<file path="src/rtl/instruction_fetch_pkg.sv">
// Shared types and constants for the RV32 fetch stage.
// The NOP word, the fetch FSM encoding and the PC legality check live here.
package instruction_fetch_pkg;

    localparam logic [31:0] INST_NOP = 32'h0000_0013;  // addi x0, x0, 0

    typedef enum logic [1:0] {
        IF_BOOT = 2'd0,
        IF_RUN  = 2'd1,
        IF_HALT = 2'd2
    } if_state_t;

    // A fetch address is legal when word aligned and inside the instruction memory.
    function automatic logic pc_legal(input logic [31:0] pc, input logic [32:0] limit);
        return (pc[1:0] == 2'b00) && ({1'b0, pc} < limit);
    endfunction

endpackage

</file>
<file path="src/rtl/instruction_fetch_pc_sel.sv">
// Next-PC priority mux for the fetch stage plus the legality check on the chosen PC.
// Purely combinational; the top level owns every register.
module if_pc_sel
    import instruction_fetch_pkg::*;
#(
    parameter logic [31:0] RESET_PC   = 32'h0000_0000,
    parameter int          IMEM_DEPTH = 1024
) (
    input  if_state_t   state,
    input  logic [31:0] pc_q,
    input  logic        ex_br_vld,
    input  logic [31:0] ex_br_addr,
    input  logic        id_jmp_vld,
    input  logic [31:0] id_imm,
    input  logic        id_nop,
    output logic [31:0] pc_next,
    output logic        fault_next,
    output logic        redirect
);

    localparam logic [32:0] PC_LIMIT = 33'(IMEM_DEPTH) << 2;

    always_comb begin
        pc_next    = pc_q;
        fault_next = 1'b0;
        redirect   = 1'b0;
        case (state)
            IF_BOOT: pc_next = RESET_PC;
            IF_RUN: begin
                // EX branch outranks the decode jump, which outranks the stall.
                if (ex_br_vld) begin
                    pc_next  = ex_br_addr;
                    redirect = 1'b1;
                end else if (id_jmp_vld) begin
                    pc_next  = pc_q + id_imm;
                    redirect = 1'b1;
                end else if (id_nop) begin
                    pc_next = pc_q;
                end else begin
                    pc_next = pc_q + 32'd4;
                end
                // Running off the top of memory is a fault, never a wrap.
                fault_next = !pc_legal(pc_next, PC_LIMIT);
            end
            default: pc_next = pc_q;
        endcase
    end

endmodule

</file>
<file path="src/rtl/instruction_fetch.sv">
// RV32 fetch stage: owns the PC, addresses the synchronous instruction memory and
// presents one instruction per cycle to decode; halts stickily on an illegal target.
module instruction_fetch
    import instruction_fetch_pkg::*;
#(
    parameter logic [31:0] RESET_PC   = 32'h0000_0000,
    parameter int          IMEM_DEPTH = 1024,
    parameter int          AW         = 10
) (
    input  logic          clk,
    input  logic          rst,
    output logic [AW-1:0] imem_addr,
    input  logic [31:0]   imem_data,
    output logic [31:0]   IF_inst,
    output logic [31:0]   IF_pc,
    output logic          IF_vld,
    input  logic          ID_jmp_vld,
    input  logic [31:0]   ID_imm,
    input  logic          ID_nop,
    input  logic          EX_br_vld,
    input  logic [31:0]   EX_br_addr,
    output logic          IF_fault,
    output logic [31:0]   IF_fetch_cnt,
    output if_state_t     state_dbg
);

    // IF_vld qualifies IF_inst/IF_pc every cycle; there is no ready. Decode
    // back-pressures only through ID_nop, which makes the same word reappear next cycle.

    if_state_t   state, state_next;
    logic [31:0] pc_q, pc_next, cnt_q;
    logic        fault_q, fault_next, redirect;

    if_pc_sel #(
        .RESET_PC  (RESET_PC),
        .IMEM_DEPTH(IMEM_DEPTH)
    ) u_pc_sel (
        .state     (state),
        .pc_q      (pc_q),
        .ex_br_vld (EX_br_vld),
        .ex_br_addr(EX_br_addr),
        .id_jmp_vld(ID_jmp_vld),
        .id_imm    (ID_imm),
        .id_nop    (ID_nop),
        .pc_next   (pc_next),
        .fault_next(fault_next),
        .redirect  (redirect)
    );

    always_ff @(posedge clk) begin
        if (rst) state <= IF_BOOT;
        else     state <= state_next;
    end

    always_comb begin
        state_next = state;
        case (state)
            IF_BOOT: state_next = IF_RUN;
            IF_RUN:  if (fault_next) state_next = IF_HALT;
            IF_HALT: state_next = IF_HALT;
            default: state_next = IF_BOOT;
        endcase
    end

    always_ff @(posedge clk) begin
        if (rst) begin
            pc_q    <= RESET_PC;
            fault_q <= 1'b0;
            cnt_q   <= 32'd0;
        end else begin
            // On a fault pc_q keeps the last good PC for post-mortem.
            if (fault_next) fault_q <= 1'b1;
            else            pc_q    <= pc_next;
            if (state == IF_RUN && (!ID_nop || redirect)) cnt_q <= cnt_q + 32'd1;
        end
    end

    // Memory address follows pc_next so the word lands on imem_data as pc_q updates.
    always_comb begin
        if (rst)             imem_addr = RESET_PC[AW+1:2];
        else if (fault_next) imem_addr = pc_q[AW+1:2];
        else                 imem_addr = pc_next[AW+1:2];
    end

    always_comb begin
        IF_vld       = (state == IF_RUN);
        IF_inst      = (state == IF_RUN) ? imem_data : INST_NOP;
        IF_pc        = pc_q;
        IF_fault     = fault_q;
        IF_fetch_cnt = cnt_q;
        state_dbg    = state;
    end

endmodule
</file>
<file path="config.mk">
export PLATFORM = sky130hd
export DESIGN_NAME = instruction_fetch
export DESIGN_NICKNAME = d
export VERILOG_FILES = /design/src/rtl/instruction_fetch_pkg.sv /design/src/rtl/instruction_fetch_pc_sel.sv /design/src/rtl/instruction_fetch.sv
export SDC_FILE = /design/constraint.sdc
export NUM_CORES = 1
export LEC_CHECK = 0
export ABC_AREA = 1
export BUFFER_PORTS_ARGS = -buffer_cell sky130_fd_sc_hd__buf_4
export CELL_PAD_IN_SITES_DETAIL_PLACEMENT = 1
export CELL_PAD_IN_SITES_GLOBAL_PLACEMENT = 1
export CORE_AREA = 2 2 161 132
export CTS_CLUSTER_SIZE = 24
export DETAILED_ROUTE_END_ITERATION = 6
export DIE_AREA = 0 0 163 134
export HOLD_SLACK_MARGIN = 0.06
export PLACE_DENSITY_LB_ADDON = 0.1
export SYNTH_ARGS = -nofsm -noshare
export SYNTH_HDL_FRONTEND = slang
export SYNTH_HIERARCHICAL = 1
export SYNTH_SLANG_ARGS = --single-unit
</file>
<file path="constraint.sdc">
create_clock -name clk -period 5.3 [get_ports clk]
set_clock_uncertainty 0.1 [all_clocks]
set_input_delay 0.53 -clock clk [delete_from_list [all_inputs] [get_ports clk]]
set_output_delay 0.53 -clock clk [all_outputs]
set_load 0.02 [all_outputs]
</file>
**Word level (Yosys, flattened, before mapping)**

Cells that the tools add are included.

- Bits in registers: 67
- Input port bits: 101
- Output and inout bits: 110
- Word-level logic and storage cells: 36

- Add/subtract/negate cells: 3
- Order comparisons: 1
- Eq/ne operators: 3
- Multiplexer cells: 14
- Bitwise gates (word level): 1
- Reductions and logical operators: 9

Operator list:

| operator | count |
|---|---|
| $mux W32 | 5 |
| $pmux W32 S2 | 1 |
| $add A32 B1 Y32 const B | 1 |
| $add A32 B3 Y32 const B | 1 |
| $add A32 B32 Y32 | 1 |
| $lt A32 B13 Y1 const B | 1 |
| $mux W10 | 2 |
| $pmux W2 S3 | 1 |
| $logic_not A2 Y1 | 2 |
| $mux W1 | 4 |
| $eq A2 B1 Y1 const B | 1 |
| $eq A2 B2 Y1 const B | 1 |
| $logic_and A1 B1 Y1 | 2 |
| $logic_not A1 Y1 | 2 |
| $mux W2 | 1 |
| $ne A2 B1 Y1 const B | 1 |
| $reduce_and A2 Y1 | 1 |
| $reduce_bool A2 Y1 | 1 |
| $logic_or A1 B1 Y1 | 1 |
| $not A1 Y1 | 1 |

**Logic depth before layout (Yosys ltp)**

Gate-level depths: netlist of the first run.

- Word-level depth: 11
- Gate-level depth with buffers: 24
- Gate-level depth less buffers: 23

**Modules after synthesis**

Netlist of the first run, hierarchy kept.

Modules (own cells, without submodules):

| module | instances | cells each | area each (um^2) | seq. area each (um^2) |
|---|---|---|---|---|
| if_pc_sel | 1 | 916 | 4346.7 | 0.0 |
| instruction_fetch | 1 | 502 | 3218.1 | 1341.3 |

**Least setup slack after synthesis of the first run**

No wires, ideal clock.

- Path type: in2out
- Start: in ID_imm[0]
- End: out imem_addr[2]
- Arrival time: 3098 ps
- Data required time: 4670 ps
- Slack: 1572 ps
- Stages: 22
- Cell sequence: ha_1 fa_1 nand3_1 nand3_1 nand3_1 nand3_1 nand2_1 nand2_1 nand2_1 nand3_1 nand2_1 nand2_1 nor2_1 nand3_1 nor2_1 nand3_1 nand2_1 inv_1 inv_1 clkbuf_1 nor2_1 nor2_1

- Word-level cells in the longest chain between the ends: 10
- Elaborated cells between the ends (all ways): 12

Ends and longest elaborated chain:

| item | line | source |
|---|---|---|
| start: declaration | instruction_fetch.sv:18 | `input logic [31:0] ID_imm,` |
| $add A32 B32 Y32 * | instruction_fetch_pc_sel.sv:35 | `pc_next = pc_q + id_imm;` |
| $mux W32 * | instruction_fetch_pc_sel.sv:34 | `end else if (id_jmp_vld) begin` |
| $mux W32 * | instruction_fetch_pc_sel.sv:31 | `if (ex_br_vld) begin` |
| $mux W32 * | instruction_fetch_pc_sel.sv:27 | `case (state)` |
| $lt A32 B13 Y1 / $logic_not A2 Y1 (equally long branches) | instruction_fetch_pkg.sv:15 | `return (pc[1:0] == 2'b00) && ({1'b0, pc} < limit);` |
| $logic_and A1 B1 Y1 * | instruction_fetch_pkg.sv:15 |  |
| $logic_not A1 Y1 * | instruction_fetch_pc_sel.sv:43 | `fault_next = !pc_legal(pc_next, PC_LIMIT);` |
| $mux W1 * | instruction_fetch_pc_sel.sv:27 |  |
| via fault_next | instruction_fetch.sv:32 | `logic fault_q, fault_next, redirect;` |
| $mux W10 * | instruction_fetch.sv:81 | `else if (fault_next) imem_addr = pc_q[AW+1:2];` |
| $mux W10 * | instruction_fetch.sv:80 | `if (rst) imem_addr = RESET_PC[AW+1:2];` |
| end: declaration | instruction_fetch.sv:12 | `output logic [AW-1:0] imem_addr,` |

Mark *: on every way through the listed nets, which the timed path passes. The rest lies on a longest branch. The select of a mux whose other input is x is not followed.

**Worst setup path in the final report of the first run**

- Start: reg pc_q[22], in the netlist IF_pc[22]
- End: out imem_addr[2]

- Word-level cells in the longest chain between the ends: 11
- Elaborated cells between the ends (all ways): 12

Ends and longest elaborated chain:

| item | line | source |
|---|---|---|
| start: declaration | instruction_fetch.sv:31 | `logic [31:0] pc_q, pc_next, cnt_q;` |
| start signal: assignment | instruction_fetch.sv:73 | `else pc_q <= pc_next;` |
| $add A32 B3 Y32 | instruction_fetch_pc_sel.sv:40 | `pc_next = pc_q + 32'd4;` |
| $mux W32 | instruction_fetch_pc_sel.sv:37 | `end else if (id_nop) begin` |
| $mux W32 * | instruction_fetch_pc_sel.sv:34 |  |
| $mux W32 * | instruction_fetch_pc_sel.sv:31 |  |
| $mux W32 * | instruction_fetch_pc_sel.sv:27 |  |
| $lt A32 B13 Y1 * | instruction_fetch_pkg.sv:15 |  |
| $logic_and A1 B1 Y1 * | instruction_fetch_pkg.sv:15 |  |
| $logic_not A1 Y1 * | instruction_fetch_pc_sel.sv:43 |  |
| $mux W1 * | instruction_fetch_pc_sel.sv:27 |  |
| via fault_next | instruction_fetch.sv:32 |  |
| $mux W10 * | instruction_fetch.sv:81 |  |
| $mux W10 * | instruction_fetch.sv:80 |  |

Marked as above.

==> flow_summary.json, run 1 <==
{
  "cpMaxStageDelayCell": "ha_1",
  "via_per_inst": 5.22,
  "dieArea_mm2": 0.0218,
  "dp_hpwl_um": 27400,
  "p_int_mw": 1.89,
  "register_area_mm2": 0.00134,
  "status": "completed",
  "grt_max_degree": 47,
  "synth_seq_cells": 67,
  "num_rows": 47,
  "wl_per_cell_um": 17.8,
  "drtIter0Drc": 601,
  "required_ns": 4.67,
  "start_util_pct": 37.3,
  "power_frac_clock_pct": 13.2,
  "yosysSeqAreaShare_pct": 17.7,
  "overflow": 0,
  "die_h_um": 134,
  "gp_congestion": 0.953,
  "multi_input_area_mm2": 0.00513,
  "path_cells": "buf_4, ha_1, nand2_1, nor2_1, and3_1, and2_1, nand2_1, nand3_1, nand3_1, a21boi_2, nand3_1, nor2_1, nand3_1, nand2_1, inv_1, inv_1, nor2_1, nor2_1, buf_4",
  "p_comb_share_pct": 67.7,
  "drive_gt1_share_pct": 18.1,
  "cp_max_fo": 15,
  "cp.depth": 19,
  "critPathLaunchType": "flop",
  "r2r-start": "IF_pc[22]$_SDFFE_PP0N_",
  "antenna_cells": 0,
  "antenna_found_initial": 0,
  "grt_pass1_wl_um": 53000,
  "syn_nets": 1555,
  "grt_usage_pct": 31.0,
  "coreArea_mm2": 0.0203,
  "clk_latency_ns": 0.34,
  "path_buf_inv": 4,
  "finalHoldViolations": 0,
  "tightest_slew_ns": 0.948,
  "path_clk_slew_ns": 0.06,
  "synth_edf_count": 0,
  "cts_buffers": 9,
  "cts.repair.resized": 0,
  "r2r_slack_ns": 1.23,
  "cts.sinks": 67,
  "area_growth_pct": 29.1,
  "io_pins": 211,
  "via_count": 9925,
  "worst_setup_path_end_kind": "primary output",
  "reg2reg_depth": 19,
  "routed_wl_um": 33800,
  "hp-class": "in -> reg",
  "netlist_area_mm2": 0.00756,
  "timing.final.crit_share_pct": 89.9,
  "nFillCells": 2970,
  "peakVddDrop_mv": 0.275,
  "fmax_mhz": 210,
  "nets": 1764,
  "first_pass_iters": 5,
  "first_global_vias": 10001,
  "die_w_um": 163,
  "htreeDepth": 3,
  "startpoint": "IF_pc[22]$_SDFFE_PP0N_",
  "cp_top_family": "simple AND/OR/NAND/NOR gates",
  "hold_buffers": 0,
  "path_class": "reg -> out",
  "synth_async_sr_flop_share_pct": 0,
  "cp_data_arrival_time_ns": 4.14,
  "p_leak_nw": 5.35,
  "drc": 0,
  "power_frac_seq_pct": 19.1,
  "avgSynthCellArea_um2": 5.33,
  "power_density_mw_per_mm2": 429,
  "yosysUniqueCellTypes": 45,
  "reg2reg_to": "IF_pc[26]$_SDFFE_PP0N_",
  "portBuffers": 210,
  "cts-root-buf": "clkbuf_16",
  "ys.warnings.count": 6,
  "relSlewSlack_pct": 36.7,
  "maxSlewViolCount": 0,
  "tns_ns": 0,
  "fin_util_pct": 48.1,
  "endpoint": "imem_addr[2]",
  "cts_buffer_depth": 2,
  "synth_flop_cell": "dfxtp_1",
  "syn_inst": 1418,
  "slowest_delay_ns": 0.43,
  "rsz0062_at_grt": "false",
  "finalSetupViolCount": 0,
  "swShare_pct": 54.8,
  "antenna_left": 0,
  "cts_setup_buffers": 0,
  "cts_tree": "yes",
  "maxCapViolations": 0,
  "period_needed_ns": 4.77,
  "p_switching_mw": 2.30
}
[worst register-to-register path: stages (launching register included)]
cell and delay [ns]:
dfxtp_1 0.30, buf_4 0.17, ha_1 0.43, nand2_1 0.14
nor2_1 0.34, and3_1 0.34, and2_1 0.16, nand2_1 0.10
nand3_1 0.11, nand3_1 0.09, a21boi_2 0.19, nand3_1 0.10
nor2_1 0.09, nand3_1 0.11, nand2_1 0.10, inv_1 0.21
inv_1 0.34, buf_4 0.37, nor2_1 0.10, nor2_1 0.11
[layer usage]
metal,share of wire [%],track usage [%]
met1,45,41.8
met2,44,50.4
met3,7.5,5.72
met4,2.7,8.80
met5,0,0
[area by class of cell]
class,count,area share [%]
Sequential cell,67,13.7
Multi-Input combinational cell,1066,52.5
Inverter,250,9.66
Clock inverter,5,0.308
Tap cell,269,3.45
Clock buffer,11,2.38
Timing Repair Buffer,233,17.9
[stage by stage]
step	power (mW)	std cells	worst slack (ns)	area [µm²]	hold slack [ns]
detailed placement	3.60	1885	0.771	9500	0.370
CTS	4.17	1901	0.578	9760	0.362
finish	4.19	1901	0.534	9760	0.368
global route	4.52	1901	0.256	9760	0.375
floorplan	2.47	1418	1.57	7560	0.441
global placement	3.53	1885	0.779	9500	0.357
[cells in the mapped netlist (4+ instances only)]
| cell type | number | area share, % |
|---|---|---|
| buf_2 | 8 | 0.53 |
| nand3_1 | 110 | 7.3 |
| xnor2_1 | 7 | 0.81 |
| inv_1 | 244 | 12 |
| xor2_1 | 4 | 0.46 |
| inv_2 | 5 | 0.25 |
| and2_1 | 5 | 0.41 |
| dfxtp_1 | 67 | 18 |
| nand4_1 | 20 | 1.7 |
| o21ai_0 | 81 | 5.4 |
| o22ai_1 | 21 | 1.7 |
| nand3b_1 | 4 | 0.40 |
| nor2_4 | 8 | 1.2 |
| or2_2 | 14 | 1.2 |
| o21ai_1 | 6 | 0.40 |
| nor3_1 | 15 | 0.99 |
| nor2_1 | 204 | 10 |
| a21oi_1 | 53 | 3.5 |
| nand2_2 | 4 | 0.33 |
| ha_1 | 35 | 5.8 |
| clkbuf_1 | 25 | 1.2 |
| nand2_1 | 440 | 22 |
[flip-flops by register name, indices dropped and copies added, names as in the netlist]
name,flops
IF_fault,1
IF_fetch_cnt,32
state_dbg,2
IF_pc,32
[power by group through the flow]
stage / combinational (mW) / sequential [mW] / clock [mW]
2_1_floorplan: 1.56 / 0.912 / 0
3_3_place_gp: 2.73 / 0.806 / 0
3_5_place_dp: 2.79 / 0.811 / 0
4_1_cts: 2.81 / 0.801 / 0.559
5_1_grt: 3.13 / 0.813 / 0.577
6_report: 2.84 / 0.800 / 0.552
[worst min-delay path by stage]
stage	start	endpoint	cells past startpoint	slack [ns]
floorplan	IF_fault$_SDFFE_PP0P_	IF_fault$_SDFFE_PP0P_	2	0.44
global placement	IF_fault$_SDFFE_PP0P_	IF_fault$_SDFFE_PP0P_	2	0.36
detailed placement	IF_fault$_SDFFE_PP0P_	IF_fault$_SDFFE_PP0P_	2	0.37
CTS	rst	IF_fetch_cnt[11]$_SDFFE_PP0P_	2	0.36
global route	rst	IF_fault$_SDFFE_PP0P_	2	0.37
finish	rst	IF_fetch_cnt[11]$_SDFFE_PP0P_	2	0.37
[cells by family (layout without fill, tap and decap cells)]
kind of cell    Yosys count  after routing  synth area share (%)
simple gates            840            840                  47.4
buf+inv                 285            499                  14.4
fa+ha+maj                36             36                  6.05
compound gates          179            179                  13.1
xor+xnor                 11             11                  1.27
flops                    67             67                  17.7
[cell usage in the layout, fill, tap and decap left out, drive strengths merged]
cell type,count
nand2,447
inv,250
buf,233
nor2,216
nand3,112
o21ai,87
dfxtp,67
a21oi,56
ha,35
o22ai,21
nand4,21
nor3,16
or2,14
clkbuf,11
xnor2,7
and2,5
a21boi,5
nand3b,4
xor2,4
and3,3
o21bai,3
clkinv,3
nor3b,2
o21a,2
clkinvlp,2
o211ai,2
a21o,1
o221ai,1
o311ai,1
fa,1
Power figures use the tool's default switching activity.
==> run 2: changes to the inputs <==
--- a/config.mk
+++ b/config.mk
@@ -10,6 +10,7 @@
 export CELL_PAD_IN_SITES_DETAIL_PLACEMENT = 1
 export CELL_PAD_IN_SITES_GLOBAL_PLACEMENT = 1
 export CORE_AREA = 2 2 161 132
+export CTS_BUF_LIST = sky130_fd_sc_hd__clkbuf_4 sky130_fd_sc_hd__clkbuf_8 sky130_fd_sc_hd__clkbuf_16
 export CTS_CLUSTER_SIZE = 24
 export DETAILED_ROUTE_END_ITERATION = 6
 export DIE_AREA = 0 0 163 134
==> flow_summary.json, run 2 (synthesized netlist as in run 1, its figures left out) <==
{
  "status": "completed",
  "hold_buffers": 0,
  "cts_setup_buffers": 0,
  "first_pass_iters": 5,
  "path_clk_slew_ns": 0.06,
  "portBuffers": 210,
  "htreeDepth": 3,
  "setup_slack_ns": 0.516,
  "place_area_mm2": 0.00950,
  "tightest_slew_ns": 0.953,
  "finalHoldViolations": 0,
  "grt_usage_pct": 30.9,
  "routed_wl_um": 33800,
  "via_count": 9913,
  "critPathLaunchType": "flop",
  "cts_tree": "yes",
  "io_pins": 211,
  "required_ns": 4.67,
  "cp_data_arrival_time_ns": 4.15,
  "die_w_um": 163,
  "worst_setup_path_end_kind": "primary output",
  "gp_congestion": 0.953,
  "cts_buffer_depth": 2,
  "nets": 1764,
  "mostFrequentLayoutCells": "440 x nand2_1, 244 x inv_1, 233 x buf_4",
  "fmax_mhz": 209,
  "path_class": "reg -> out",
  "hp-class": "in -> reg",
  "power_density_mw_per_mm2": 430,
  "dp_hpwl_um": 27400,
  "cts.repair.resized": 0,
  "num_rows": 47,
  "wl_per_cell_um": 17.8,
  "via_per_inst": 5.21,
  "cts-root-buf": "clkbuf_16",
  "drive_gt1_share_pct": 18.2,
  "dieArea_mm2": 0.0218,
  "coreArea_mm2": 0.0203,
  "timing.final.crit_share_pct": 90.3,
  "antenna_left": 0,
  "antenna_cells": 0,
  "place_ws_ns": 0.771,
  "maxSlewViolCount": 0,
  "final_common_cell": "nand2_1",
  "drc": 0,
  "design_area_mm2": 0.00977,
  "relSlewSlack_pct": 36.4,
  "cts.sinks": 67,
  "drtIter0Drc": 617,
  "die_h_um": 134,
  "tns_ns": 0,
  "maxCapViolations": 0,
  "rsz0062_at_grt": "false",
  "overflow": 0,
  "cts_buffers": 9,
  "grt_pass1_wl_um": 53000,
  "first_global_vias": 9992,
  "start_util_pct": 37.3,
  "p_leak_nw": 5.36,
  "finalSetupViolCount": 0,
  "cp_max_fo": 15,
  "antenna_found_initial": 0,
  "period_needed_ns": 4.78,
  "area_growth_pct": 29.2,
  "r2r_slack_ns": 1.21,
  "clk_latency_ns": 0.34,
  "grt_max_degree": 47,
  "peakVddDrop_mv": 0.274
}
run 2: changes by cell type in the layout (fill, tap and decap cells not counted):
cell | previous run | this run
clkbuf_4 | 0 | 2
clkbuf_1 | 2 | 0
run 2: through the flow:
stage | cells | utilization [%] | power, mW | hold slack [ns]
5_1_grt | 1901 | 48.2 | 4.53 | 0.375
2_1_floorplan | 1418 | - | 2.47 | 0.441
3_3_place_gp | 1885 | 46.8 | 3.53 | 0.357
6_report | 1901 | 48.2 | 4.20 | 0.371
4_1_cts | 1901 | 48.2 | 4.18 | 0.362
3_5_place_dp | 1885 | 46.8 | 3.60 | 0.370
run 2: per-layer routing:
metal / wire length (µm) / GRT usage [%] / vias up
met5: 0 / 0 / -
met4: 879 / 8.80 / 0
met3: 2440 / 5.72 / 49
met2: 15000 / 50.3 / 363
met1: 15500 / 41.8 / 4656
li1: - / - / 4845
run 2: worst max-delay path: stages, from the launching register on:
cell and delay (ns):
dfxtp_1 0.30, buf_4 0.17, ha_1 0.44, nand2_1 0.14, nor2_1 0.33, and3_1 0.37
and2_1 0.17, nand2_1 0.10, nand3_1 0.10, nand3_1 0.09, a21boi_2 0.19, nand3_1 0.10
nor2_1 0.09, nand3_1 0.11, nand2_1 0.10, inv_1 0.21, inv_1 0.34, nor2_1 0.10
nor2_1 0.19, buf_4 0.18
run 2: final cells by class:
cell class                      instances  area (µm²)
Tap cell                              269         337
Inverter                              250         943
Multi-Input combinational cell       1066        5130
Clock inverter                          5        30.0
Sequential cell                        67        1340
Timing Repair Buffer                  233        1750
Clock buffer                           11         240
Fill cell                            2969       10500
run 2: worst paths after layout:
| kind | to | depth (start not counted) | start |
|---|---|---|---|
| worst max-delay path | imem_addr[2] | 19 | IF_pc[22]$_SDFFE_PP0N_ |
| worst max register to register | IF_pc[26]$_SDFFE_PP0N_ | 19 | IF_pc[22]$_SDFFE_PP0N_ |
| worst min register to register | IF_fault$_SDFFE_PP0P_ | 2 | IF_fault$_SDFFE_PP0P_ |
| worst min-delay path | IF_fetch_cnt[11]$_SDFFE_PP0P_ | 2 | rst |
run 2: power breakdown:
| part | switching, mW | internal, mW |
|---|---|---|
| combinational | 1.88 | 0.961 |
| clock | 0.237 | 0.325 |
| sequential | 0.183 | 0.617 |
| total | 2.30 | 1.90 |
